[config.mk]
export PLATFORM = sky130hd
export DESIGN_NAME = two_false_bist_ctrl
export DESIGN_NICKNAME = d
export VERILOG_FILES = /design/src/rtl/tfd_pkg.sv /design/src/rtl/tfd_golden.sv /design/src/rtl/two_false_bist_ctrl.sv
export SDC_FILE = /design/constraint.sdc
export NUM_CORES = 1
export LEC_CHECK = 0
export ABC_AREA = 1
export BUFFER_PORTS_ARGS = -buffer_cell sky130_fd_sc_hd__clkbuf_2
export CAP_MARGIN = 20
export CORE_MARGIN = 3
export CORE_UTILIZATION = 55
export DETAILED_ROUTE_END_ITERATION = 7
export PLACE_DENSITY = 0.78
export SYNTH_ARGS = -nofsm -noshare
export SYNTH_HDL_FRONTEND = slang
export SYNTH_SLANG_ARGS = --single-unit
[constraint.sdc]
create_clock -name clk -period 2 [get_ports clk]
set_input_delay 0.1 -clock clk [delete_from_list [all_inputs] [get_ports clk]]
set_output_delay 0.1 -clock clk [all_outputs]
set_load 0.02 [all_outputs]
[src/rtl/tfd_pkg.sv]
// rtl/tfd_pkg.sv - shared state type, vector count and golden detector function
package tfd_pkg;

    typedef enum logic [2:0] {
        ST_IDLE   = 3'd0,
        ST_APPLY  = 3'd1,
        ST_SETTLE = 3'd2,
        ST_CHECK  = 3'd3,
        ST_DONE   = 3'd4
    } tfd_state_t;

    localparam int TFD_NUM_VECTORS = 8;

    // Detector truth: high when at least two of the three inputs are low.
    function automatic logic tfd_expected(input logic a, input logic b, input logic c);
        return (!a && !b) || (!a && !c) || (!b && !c);
    endfunction

endpackage

[src/rtl/tfd_golden.sv]
// rtl/tfd_golden.sv - combinational golden model of the two-false detector
module tfd_golden
    import tfd_pkg::*;
(
    input  logic a,
    input  logic b,
    input  logic c,
    output logic exp_q
);

    assign exp_q = tfd_expected(a, b, c);

endmodule

[src/rtl/two_false_bist_ctrl.sv]
// rtl/two_false_bist_ctrl.sv - exhaustive 8-vector BIST sequencer for the two-false detector
// Optional early exit on first mismatch: define TFD_STOP_ON_FAIL_EN.
module two_false_bist_ctrl
    import tfd_pkg::*;
#(
    parameter int SETTLE_CYCLES = 2,
    parameter bit LOOP          = 1'b0
) (
    input  logic       clk,
    input  logic       rst_n,
    input  logic       start,
    input  logic       abort,
    input  logic       q_in,
    output logic       a,
    output logic       b,
    output logic       c,
    output logic       busy,
    output logic       done,
    output logic       pass,
    output logic [3:0] fail_cnt,
    output logic [2:0] fail_vec
);

    tfd_state_t state, state_nxt;
    logic [2:0] vec;
    logic [3:0] settle_cnt;
    logic       exp_q;
    logic       mismatch;
    logic       stop_now;
    logic       begin_sweep;
    logic       check_commit;

    assign busy = (state == ST_APPLY) || (state == ST_SETTLE) || (state == ST_CHECK);
    assign done = (state == ST_DONE);
    assign {a, b, c} = busy ? vec : 3'b111;

    tfd_golden u_golden (
        .a     (a),
        .b     (b),
        .c     (c),
        .exp_q (exp_q)
    );

    assign mismatch     = (state == ST_CHECK) && (q_in != exp_q);
    // An abort in the same cycle as a CHECK discards that CHECK's result.
    assign check_commit = (state == ST_CHECK) && !abort;

`ifdef TFD_STOP_ON_FAIL_EN
    assign stop_now = mismatch;
`else
    assign stop_now = 1'b0;
`endif

    always_comb begin
        state_nxt   = state;
        begin_sweep = 1'b0;
        case (state)
            ST_IDLE: begin
                if (start) begin
                    begin_sweep = 1'b1;
                    state_nxt   = ST_APPLY;
                end
            end
            ST_APPLY:  state_nxt = ST_SETTLE;
            ST_SETTLE: begin
                if (settle_cnt == 4'(SETTLE_CYCLES - 1))
                    state_nxt = ST_CHECK;
            end
            ST_CHECK: begin
                if (vec == 3'(TFD_NUM_VECTORS - 1) || stop_now)
                    state_nxt = ST_DONE;
                else
                    state_nxt = ST_APPLY;
            end
            ST_DONE: begin
                if (LOOP) begin
                    begin_sweep = 1'b1;
                    state_nxt   = ST_APPLY;
                end else begin
                    state_nxt = ST_IDLE;
                end
            end
            default: state_nxt = ST_IDLE;
        endcase
        if (abort && busy) begin
            state_nxt   = ST_IDLE;
            begin_sweep = 1'b0;
        end
    end

    always_ff @(posedge clk or negedge rst_n) begin
        if (!rst_n) begin
            state      <= ST_IDLE;
            vec        <= 3'd0;
            settle_cnt <= 4'd0;
            fail_cnt   <= 4'd0;
            fail_vec   <= 3'd0;
            pass       <= 1'b0;
        end else begin
            state      <= state_nxt;
            settle_cnt <= (state == ST_SETTLE) ? settle_cnt + 4'd1 : 4'd0;
            if (begin_sweep) begin
                vec      <= 3'd0;
                fail_cnt <= 4'd0;
                fail_vec <= 3'd0;
                pass     <= 1'b0;
            end else if (check_commit) begin
                if (mismatch) begin
                    fail_cnt <= fail_cnt + 4'd1;
                    if (fail_cnt == 4'd0)
                        fail_vec <= vec;
                end
                if (state_nxt == ST_DONE)
                    pass <= (fail_cnt == 4'd0) && !mismatch;
                else
                    vec <= vec + 3'd1;
            end
        end
    end

endmodule

Yosys cells after proc, flatten, opt, wreduce, memory -nomap -nowiden
Index checks and enable logic that the tools add are counted.
Widths: inputs -> output; s select.
{"block": "word_totals", "regBits": 18, "wordCells": 67, "in_bits": 5, "output_inout_bits": 13}
{"block": "op_classes", "n_addsub": 3, "reduce_logical": 26, "n_eq_ne": 9, "n_mux": 23}
{"cell": "$mux 3", "n": 12}
{"cell": "$mux 4", "n": 4}
{"cell": "$pmux 3 s4", "n": 1}
{"cell": "$eq 3x3->1 const B", "n": 3}
{"cell": "$add 4x1->4 const B", "n": 2}
{"cell": "$reduce_bool 2->1", "n": 4}
{"cell": "$logic_and 1x1->1", "n": 7}
{"cell": "$eq 3x2->1 const B", "n": 2}
{"cell": "$mux 1", "n": 6}
{"cell": "$reduce_and 2->1", "n": 3}
{"cell": "$logic_not 1->1", "n": 5}
{"cell": "$eq 4x1->1 const B", "n": 1}
{"cell": "$logic_not 4->1", "n": 1}
{"cell": "$logic_or 1x1->1", "n": 4}
{"cell": "$add 3x1->3 const B", "n": 1}
{"cell": "$eq 3x1->1 const B", "n": 1}
{"cell": "$logic_not 3->1", "n": 1}
{"cell": "$reduce_and 3->1", "n": 1}
{"cell": "$ne 2x2->1 const B", "n": 1}
{"cell": "$ne 1x1->1", "n": 1}

Longest topological paths before layout
{"block": "depth", "ltp_word": 15, "ltp_mapped": 10, "ltp_nobuf": 10}

Cells and area by module
Synthesis repeated with hierarchy kept, for this count alone.
{"block": "unflattened", "cells_unflattened": 124, "area_unflattened_um2": 1013.5}
{"mod": "two_false_bist_ctrl", "area_each_um2": 987.2, "cells_each": 117, "instances": 1}
{"mod": "tfd_golden", "area_each_um2": 26.3, "cells_each": 7, "instances": 1}

Worst setup path after synthesis
No wires, ideal clock.
{"block": "synth_timing", "kind": "reg2out", "start": "register state[0]", "end": "output port a", "t_arrival_ns": 1.266, "path_slack_ns": 0.634, "stages_incl_launch_ff": 6, "required_ns": 1.900, "n_path_buf": 0, "path_cell_list": "dfrtp_1 > inv_1 > nand2_4 > inv_1 > nor2_1 > nand2_1"}
{"block": "synth_via", "elab_chain_cells": 4, "elab_cells_between_ends": 6, "classes_between": "3 x eq/ne; 1 x mux; 2 x reduce/logical"}
{"item": "start: declaration", "line_no": "two_false_bist_ctrl.sv:24", "text": "tfd_state_t state, state_nxt;"}
{"item": "start signal: assignment", "line_no": "two_false_bist_ctrl.sv:100", "text": "state <= state_nxt;"}
{"item": "$eq 3x1->1 or $eq 3x2->1 (tied branches)", "line_no": "two_false_bist_ctrl.sv:33", "text": "assign busy = (state == ST_APPLY) || (state == ST_SETTLE) || (state == ST_CHECK);"}
{"item": "$logic_or 1x1->1", "line_no": "two_false_bist_ctrl.sv:33"}
{"item": "$logic_or 1x1->1 (*)", "line_no": "two_false_bist_ctrl.sv:33"}
{"item": "net busy", "line_no": "two_false_bist_ctrl.sv:17", "text": "output logic busy,"}
{"item": "$mux 3 (*)", "line_no": "two_false_bist_ctrl.sv:35", "text": "assign {a, b, c} = busy ? vec : 3'b111;"}
{"item": "end: declaration", "line_no": "two_false_bist_ctrl.sv:14", "text": "output logic a,"}
Mark *: on every way through the listed nets, which the timed path passes. The rest lies on a longest branch.

Worst setup path after layout
{"block": "layout_timing", "start": "register state[0]", "end": "output port a"}
{"block": "layout_via", "elab_chain_cells": 4, "elab_cells_between_ends": 6, "classes_between": "3 x eq/ne; 1 x mux; 2 x reduce/logical"}
{"item": "$eq 3x1->1 or $eq 3x2->1 (tied branches)", "line_no": "two_false_bist_ctrl.sv:33"}
{"item": "$logic_or 1x1->1", "line_no": "two_false_bist_ctrl.sv:33"}
{"item": "$logic_or 1x1->1 (*)", "line_no": "two_false_bist_ctrl.sv:33"}
{"item": "$mux 3 (*)", "line_no": "two_false_bist_ctrl.sv:35"}
Every way passes the cells marked *; elsewhere a longest branch is shown, timed or not.

==> results.json <==
{
  "skew_ns": 0.008051,
  "die_x_um": 50.08,
  "synth_top_area_share_pct": 42.15,
  "synthesis.area_mm2": 0.001069,
  "design.die.area_mm2": 0.002508,
  "hold_class": "primary input to flop",
  "timing.final.crit_period_ns": 1.547,
  "r2r_start": "state[0]",
  "rsz0062_at_grt": "no",
  "cts_tree": "built",
  "worstHoldPathCells": 2,
  "required_ns": 1.90,
  "setup.worst_path.end_class": "output pin",
  "num_io_pins": 18,
  "drv_slew": 0,
  "syn_area_per_cell_um2": 8.095,
  "core_mm2": 0.001783,
  "start_kind": "flop",
  "synthTopCellsByArea": "dfrtp_1 42%, nand2_1 11%, ha_1 7.0%",
  "cp_slowest_cell": "dfrtp_1",
  "cts_buffer_depth": 2,
  "r2r_cells": 8,
  "power_frac_comb_pct": 48.0,
  "maxSlewHeadroom_pct": 70.03,
  "fmax_mhz": 646.5,
  "power_uw": 1194,
  "vias": 866,
  "rows": 15,
  "hold-worst-slack_ns": 0.03675,
  "drt-pass1-iter-count": 4,
  "rrSetupSlack_ns": 0.56,
  "p_int_uw": 657.1,
  "insertion_delay_ns": 0.28,
  "power_density_mw_per_mm2": 989.8,
  "globalRouteOverflowTotal": 0,
  "antenna_left": 0,
  "rr_endpoint": "fail_cnt[3]",
  "grt_util_met3_pct": 2.719,
  "fin_util_pct": 67.65,
  "setup_tns_ns": 0,
  "setup_violations": 0,
  "htree_num_levels": 1,
  "status": "complete, no violations",
  "whs_endpoint": "state[1]",
  "cp_max_fo": 6,
  "worst_slew_pin_slew_ns": 0.4496,
  "clkTransAtPathRegs_ns": 0.10,
  "ys_types": 20,
  "detailed_place_hpwl_um": 1509,
  "crit_top_cell": "inv_1",
  "cp.arrival_ns": 1.45,
  "post_cts_buffers": 0,
  "path_class": "flop to output pin",
  "leakage_uw": 0.0006939,
  "place.gp.congestion": 0.8260,
  "synth_area_leader_cell": "dfrtp_1",
  "cap_violations": 0,
  "grt_pass1_wl_um": 3318,
  "syn_inst": 132,
  "fillers": 152,
  "routed_wl_um": 1825,
  "syn2layout_area_growth_pct": 12.88,
  "grt_use_total_pct": 16.70,
  "hold_path.startpoint": "abort",
  "ys_warn_count": 0,
  "grt_max_degree": 19,
  "met1_usage_pct": 22.74,
  "ys_ff_latch": 18,
  "cts_made_buffers": 3,
  "hold_violations": 0,
  "wl_per_cell_um": 10.31,
  "p_sw_uw": 536.7,
  "max_stage_delay_ns": 0.38,
  "initial_core_util_pct": 59.93,
  "n_antenna_cell": 0,
  "syn-num-nets": 143,
  "use_met2_pct": 28.04,
  "post-route-period-util_pct": 77.35,
  "drive_gt1_share_pct": 23.68,
  "p_clk_share_pct": 14.1,
  "io_buffers": 17,
  "via_per_inst": 4.893,
  "clockRootBuffer": "clkbuf_4",
  "fin_nets": 165,
  "antenna_found_initial": 0,
  "clock_sinks": 18,
  "seqPwrFrac_pct": 37.9,
  "die_y_um": 50.08,
  "yosysSeqAreaShare_pct": 42.15,
  "peakVddDrop_uv": 580.5,
  "drc_errors": 0,
  "path_cells": "inv_1, nand2_4, inv_1, nor2_1, nand2_1, clkbuf_2",
  "swShare_pct": 44.96,
  "grt_pass1_vias": 803,
  "busiest_layer": "met2",
  "dr.first_iter.drc_count": 13
}
cells by family after synthesis:
kind of cell             synth area share [%]
XOR/XNOR                                3.279
buffers and inverters                   9.132
flip-flops                              42.15
AO/OA/AOI/OAI                           2.810
adder cells (fa/ha/maj)                 7.026
AND/OR/NAND/NOR                         35.60
stage by stage:
stage               setup slack, ns  instance area (µm²)  instances
floorplan                    0.6340                 1069        132
finish                       0.4531                 1206        177
global route                 0.3235                 1206        177
CTS                          0.4568                 1206        177
global placement             0.6326                 1174        173
detailed placement           0.5834                 1174        173
Yosys cell counts (all sizes together):
| library cell | number |
|---|---|
| nand2 | 37 |
| inv | 22 |
| dfrtp | 18 |
| nand3 | 17 |
| nor2 | 17 |
| ha | 6 |
| o21ai | 6 |
| xor2 | 3 |
| nand4 | 2 |
| buf | 1 |
| clkinv | 1 |
| nor3 | 1 |
| xnor2 | 1 |
area by class of cell:
type	count	area, µm²	area share, %
Clock buffer	3	22.52	1.867
Inverter	23	86.33	7.158
Multi-Input combinational cell	90	520.5	43.15
Sequential cell	18	450.4	37.34
Tap cell	25	31.28	2.593
Timing Repair Buffer	18	95.09	7.884
how the worst max path moves through the flow:
stage	start	end	slack (ns)	depth (start not counted)
final	state[0]	a	0.45	6
after global routing	state[0]	a	0.32	6
after CTS	state[0]	a	0.46	6
after detailed placement	state[0]	fail_cnt[2]	0.58	8
after global placement	state[1]	fail_cnt[2]	0.63	8
after floorplan	state[0]	a	0.63	5
critical path: cells and delay by family (launching register included):
kind / cells / cell delay [ns]
flops: 1 / 0.38
simple gates: 3 / 0.48
buf+inv: 3 / 0.31
registers in the layout, indices dropped and copies added (netlist names):
signal	cells
pass	1
settle_cnt	4
fail_cnt	4
vec	3
fail_vec	3
state	3
metal layers:
metal  vias up  wire, µm
met5         -         0
met4         0         6
met3         2        67
met2        14       822
met1       400       928
li1        450         -
power by group through the flow:
stage,clock [µW],combinational (µW),sequential (µW)
5_1_grt,191,644,461
3_5_place_dp,0,575,460
6_report,169,573,452
3_3_place_gp,0,559,456
4_1_cts,176,577,452
2_1_floorplan,0,433,470
placed cells by master, fill, tap and decap left out:
cell and n:
dlygate4sd3_1 1, ha_1 6, o21ai_1 2, xnor2_1 1, dfrtp_1 18, xor2_1 3
nand3_2 2, nor2_1 14, nand2_1 32, inv_2 4, nand2_2 4, nor3_1 1
clkbuf_2 17, clkbuf_4 3, nand4_4 2, o21ai_0 4, nand2_4 1, nor2_2 1
nand3_1 15, clkinv_1 1, nor2_4 2, inv_1 18
repair_timing:
action / CTS / global route
resized for setup: 0 / 0
endpoints found under the hold margin: 18 / 0
setup endpoints to repair: 0 / 0
hold buffers: 1 / 0
Power figures use the tool's default switching activity.
